<file path="src/rtl/pmp_access_ctrl.sv">
// Arbiter/sequencer sharing the single pmp checker between fetch and load/store
// checks, and serialising CSR accesses to pmpcfg/pmpaddr.
module pmp_access_ctrl (
  input  logic        clock,
  input  logic        reset,
  input  logic        if_req,
  input  logic [31:0] if_addr,
  input  logic [1:0]  if_priv,
  output logic        if_gnt,
  output logic        if_rvalid,
  output logic        if_fault,
  input  logic        ls_req,
  input  logic [31:0] ls_addr,
  input  logic [1:0]  ls_size,
  input  logic        ls_write,
  input  logic [1:0]  ls_priv,
  output logic        ls_gnt,
  output logic        ls_rvalid,
  output logic        ls_fault,
  input  logic        csr_req,
  input  logic        csr_we,
  input  logic [11:0] csr_addr,
  input  logic [31:0] csr_wdata,
  output logic        csr_gnt,
  output logic        csr_rvalid,
  output logic        csr_err,
  output logic [31:0] csr_rdata,
  output logic [31:0] pmp_addr,
  output logic [1:0]  pmp_size,
  output logic [1:0]  pmp_oper,
  output logic [1:0]  pmp_priv_mode,
  input  logic [1:0]  pmp_permission,
  output logic        pmp_wr_en,
  output logic [31:0] pmp_rw_addr,
  output logic [31:0] pmp_wdata,
  input  logic [31:0] pmp_rdata
);

  typedef enum logic [2:0] {
    IDLE, CHECK, RESP, CSR_WR, CSR_RD, CSR_RESP, SETTLE
  } state_t;

  state_t      r_state;
  logic        r_rr;        // 0: fetch wins a tie, 1: load/store wins
  logic        r_owner;     // 0: fetch owns the current check, 1: load/store
  logic [31:0] r_addr;
  logic [1:0]  r_size;
  logic [1:0]  r_oper;
  logic [1:0]  r_priv;
  logic        r_fault;
  logic        r_csr_err;
  logic [31:0] r_csr_rdata;
  logic [31:0] r_rw_addr;
  logic [31:0] r_wdata;

  logic        w_idle;
  logic        w_csr_valid;
  logic        w_cfg_access;

  // Grants are masked while reset is held so nothing is accepted during reset.
  assign w_idle       = (r_state == IDLE) && !reset;
  assign w_csr_valid  = ((csr_addr >= 12'h3A0) && (csr_addr <= 12'h3A3)) ||
                        ((csr_addr >= 12'h3B0) && (csr_addr <= 12'h3BF));
  assign w_cfg_access = (r_state == CSR_WR) || (r_state == CSR_RD);

  assign csr_gnt = w_idle && csr_req;
  assign if_gnt  = w_idle && !csr_req && if_req && (!ls_req || !r_rr);
  assign ls_gnt  = w_idle && !csr_req && ls_req && (!if_req || r_rr);

  assign if_rvalid  = (r_state == RESP) && !r_owner;
  assign ls_rvalid  = (r_state == RESP) && r_owner;
  assign if_fault   = if_rvalid && r_fault;
  assign ls_fault   = ls_rvalid && r_fault;
  assign csr_rvalid = (r_state == CSR_RESP) || (r_state == SETTLE);
  assign csr_err    = (r_state == CSR_RESP) && r_csr_err;
  assign csr_rdata  = r_csr_rdata;

  assign pmp_addr      = r_addr;
  assign pmp_size      = r_size;
  assign pmp_oper      = r_oper;
  assign pmp_priv_mode = w_cfg_access ? 2'b00 : r_priv;
  assign pmp_wr_en     = (r_state == CSR_WR);
  assign pmp_rw_addr   = r_rw_addr;
  assign pmp_wdata     = r_wdata;

  always_ff @(posedge clock or posedge reset) begin
    if (reset) begin
      r_state     <= IDLE;
      r_rr        <= 1'b0;
      r_owner     <= 1'b0;
      r_addr      <= '0;
      r_size      <= '0;
      r_oper      <= '0;
      r_priv      <= 2'b01;
      r_fault     <= 1'b0;
      r_csr_err   <= 1'b0;
      r_csr_rdata <= '0;
      r_rw_addr   <= '0;
      r_wdata     <= '0;
    end else begin
      case (r_state)
        IDLE: begin
          if (csr_gnt) begin
            r_csr_err   <= !w_csr_valid;
            r_csr_rdata <= '0;
            if (!w_csr_valid) begin
              r_state <= CSR_RESP;
            end else begin
              r_rw_addr <= {20'b0, csr_addr};
              if (csr_we) begin
                r_wdata <= csr_wdata;
                r_state <= CSR_WR;
              end else begin
                r_state <= CSR_RD;
              end
            end
          end else if (if_gnt) begin
            r_owner <= 1'b0;
            r_addr  <= if_addr;
            r_size  <= 2'b11;
            r_oper  <= 2'b10;
            r_priv  <= if_priv;
            if (ls_req) r_rr <= 1'b1;
            r_state <= CHECK;
          end else if (ls_gnt) begin
            r_owner <= 1'b1;
            r_addr  <= ls_addr;
            r_size  <= ls_size;
            r_oper  <= ls_write ? 2'b01 : 2'b00;
            r_priv  <= ls_priv;
            if (if_req) r_rr <= 1'b0;
            r_state <= CHECK;
          end
        end
        CHECK: begin
          r_fault <= (pmp_permission != 2'b11);
          r_state <= RESP;
        end
        RESP:     r_state <= IDLE;
        CSR_WR:   r_state <= SETTLE;
        SETTLE:   r_state <= IDLE;
        CSR_RD: begin
          r_csr_rdata <= pmp_rdata;
          r_state     <= CSR_RESP;
        end
        CSR_RESP: r_state <= IDLE;
        default:  r_state <= IDLE;
      endcase
    end
  end

endmodule

</file>
<file path="config.mk">
export PLATFORM = sky130hd
export DESIGN_NAME = pmp_access_ctrl
export DESIGN_NICKNAME = d
export VERILOG_FILES = /design/src/rtl/pmp_access_ctrl.sv
export SDC_FILE = /design/constraint.sdc
export NUM_CORES = 1
export LEC_CHECK = 0
export CORE_UTILIZATION = 38
export DETAILED_ROUTE_END_ITERATION = 12
export HOLD_SLACK_MARGIN = 0.15
export PLACE_DENSITY = 0.79
export SYNTH_ARGS = -nofsm -noshare
export SYNTH_HDL_FRONTEND = slang
export SYNTH_SLANG_ARGS = --single-unit
</file>
<file path="constraint.sdc">
create_clock -name clock -period 4.85 [get_ports clock]
set_input_delay 0.7275 -clock clock [delete_from_list [all_inputs] [get_ports clock]]
set_output_delay 0.7275 -clock clock [all_outputs]
set_load 0.1 [all_outputs]
</file>
==> impl_metrics.yaml <==
global_route:
  grt_overflow: 0
  grt_pass1_vias: 4402
  grt_start_max_net_pins: 63
  grtUsageTotal: 0.225
  antenna_found_initial: 0
  grt_pass1_wl_um: 22600
sta:
  finClkSkew_ns: 0.00541
  fmax_mhz: 270
  finalCritPeriodShare: 0.762
  slew_headroom: 0.295
  setup_viol: 0
  slew_viol_final: 0
  grt_setup_unrepaired: "no"
  hold_viol_final: 0
  period_minus_slack_ns: 3.70
  tns_ns: 0
  tightest_slew_ns: 1.05
status:
  status: "complete, no violations"
floorplanning:
  fp.dieW_um: 117
  rows: 41
  die_area_mm2: 0.0137
  start_util: 0.394
  io-pin-count: 299
  dieHeight_um: 117
  core_area_mm2: 0.0128
yosys:
  synth_edf_count: 0
  synthFlopType: "dfrtp_1"
  yosys.area.top_type_share: 0.596
  ys_seq_elements: 121
  synth_warnings: 0
  synthDistinctLibCells: 39
  synth_mux_area_frac: 0.0827
  synthTopCellsByCount: "nand2_1 (134), dfrtp_1 (120), mux2_2 (35)"
  postSynthCellCount: 466
  synthAdderAreaFrac: 0
  synthSimpleGateAreaFrac: 0.182
  postSynthAreaPerCell_um2: 10.8
  syn_area_mm2: 0.00504
  ys_seq_area_frac: 0.601
  synth_top_family_by_area: "simple AND/OR/NAND/NOR gates"
  async_flop_share: 1.00
  yosys-top-cells-area: "dfrtp_1 (60%), nand2_1 (10%), mux2_2 (7.8%), a22oi_1 (5.1%), nand3_1 (3.2%)"
  yosysTopAreaCell: "dfrtp_1"
  synth_compound_area_frac: 0.0678
  synth_most_common_cell: "nand2_1"
  synth_xor_area_frac: 0.00348
placed_design:
  dp.cells: 895
  place.gp.congestion: 0.771
  hpwl_um: 11200
  port_buffers: 278
cells_and_area:
  instances_no_fill: 926
  drive_gt1_frac: 0.113
  seq_area_mm2: 0.00303
  n_fill_cell: 963
  area_growth_pct: 68.8
  fin_util: 0.666
  multiInputGateArea_mm2: 0.00177
  diodes: 0
  nets: 897
run:
  drv_cap: 0
setup_path:
  reg2reg_to: "pmp_rw_addr[4]"
  slowest_stage: "clkdlybuf4s50_1"
  critPathArrivalTime_ns: 2.97
  max_stage_delay_ns: 1.13
  cp-end-kind: "primary output"
  worstSetupStartpoint: "r_state[0]"
  cp.depth: 6
  crit_end: "pmp_priv_mode[1]"
  crit_fanout: 33
  critical_path_class: "reg -> out"
  crit_path_cell_trace: "nor2_1, and2_1, buf_4, nor2_1, and2_1, clkdlybuf4s50_1"
  rr_worst_depth: 4
  path_buf_inv: 2
  start_kind: "register"
  r2r_setup_slack_ns: 2.30
  cp.required_ns: 4.12
  reg2reg_from: "r_state[2]"
  cp_top_family: "buffers and inverters"
clock_tree:
  cts_buffers: 17
  postCtsSetupRepairBufs: 0
  clockRootBuffer: "clkbuf_16"
  clock_latency_ns: 0.41
  cts.sinks: 121
  cts_tree: "yes"
  ctsHoldBuffers: 0
  clk_transition_reported_paths_ns: 0.05
  cts-htree-levels: 4
  cts-resized-gates: 0
  clockBufferDepth: 2
drt:
  routed_wl_um: 15100
  via_per_inst: 4.77
  num_vias: 4415
  wl_per_cell_um: 16.3
  drc: 0
  ant_nets: 0
  first_iter_violations: 200
  drt_first_pass_iters: 5
worst_hold_path:
  min_path_type: "reg -> reg"
pwr:
  p_total_mw: 6.17
  peakVddDrop_mv: 0.474
  p_per_area_mw_per_mm2: 726
  p_leak_nw: 3.99
-- sequential cells by signal (all words and copies together), names as in the netlist --
| signal | cells |
|---|---|
| pmp_rw_addr | 12 |
| pmp_wdata | 32 |
| r_owner | 1 |
| pmp_oper | 2 |
| pmp_addr | 32 |
| r_state | 3 |
| r_priv | 2 |
| csr_rdata | 32 |
| pmp_size | 2 |
| r_csr_err | 1 |
| r_fault | 1 |
| r_rr | 1 |
-- routing by layer --
| metal | vias up | part of all wire | track usage |
|---|---|---|---|
| met2 | 190 | 0.51 | 0.392 |
| li1 | 2074 | - | - |
| met4 | 0 | 0.025 | 0.102 |
| met5 | - | 0 | 0 |
| met1 | 2122 | 0.37 | 0.246 |
| met3 | 29 | 0.093 | 0.0803 |
-- stage by stage --
step / cell area, um2 / hold slack [ns] / setup slack [ns]
after global routing: 8500 / 0.493 / 1.04
after detailed placement: 7880 / 0.461 / 1.53
after floorplan: 5120 / 0.436 / 0.867
after global placement: 7880 / 0.455 / 1.61
after CTS: 8500 / 0.474 / 1.12
final: 8500 / 0.471 / 1.15
-- logic make-up after synthesis --
logic type | count (synthesis)
other | 1
buffers and inverters | 55
and+or+nand+nor | 204
muxes | 37
AOI/OAI and AO/OA | 46
DFF | 121
xor gates and xnor gates | 2
-- cell type report --
cell class              instances  share of cell area
clock buffers                  25              0.0606
clock inverters                 6              0.0129
inverters                       8             0.00383
multi-input cells             309               0.209
flip-flops and latches        121               0.356
well taps                     172              0.0253
repair buffers                285               0.332
-- power breakdown --
part	switching [mW]	leakage, nW	internal, mW	total (mW)
Sequential	0.180	1.57	1.30	1.48
Clock	0.423	0.302	0.886	1.31
Combinational	2.63	2.12	0.753	3.39
-- cell usage in the layout (no fill, tap or decap), types with 4 or more instances in the layout --
cell,synthesis,routed
clkbuf_8,0,6
clkdlybuf4s50_1,0,275
inv_1,8,7
dfrtp_1,120,120
buf_4,20,10
or2_2,4,4
and2_1,6,6
nand3_1,32,32
nor2_1,10,10
clkbuf_16,0,17
mux2_2,35,35
nand2_1,134,134
conb_1,1,20
a22oi_1,34,34
-- how the worst min path moves through the flow --
stage / start / endpoint / depth (start not counted)
floorplan: r_priv[0] / r_priv[0] / 2
global placement: pmp_rw_addr[9] / pmp_rw_addr[9] / 1
detailed placement: pmp_rw_addr[9] / pmp_rw_addr[9] / 1
CTS: pmp_rw_addr[9] / pmp_rw_addr[9] / 1
global route: pmp_addr[25] / pmp_addr[25] / 2
finish: pmp_rw_addr[5] / pmp_rw_addr[5] / 1
No activity file was read; power rests on OpenSTA's default activity.
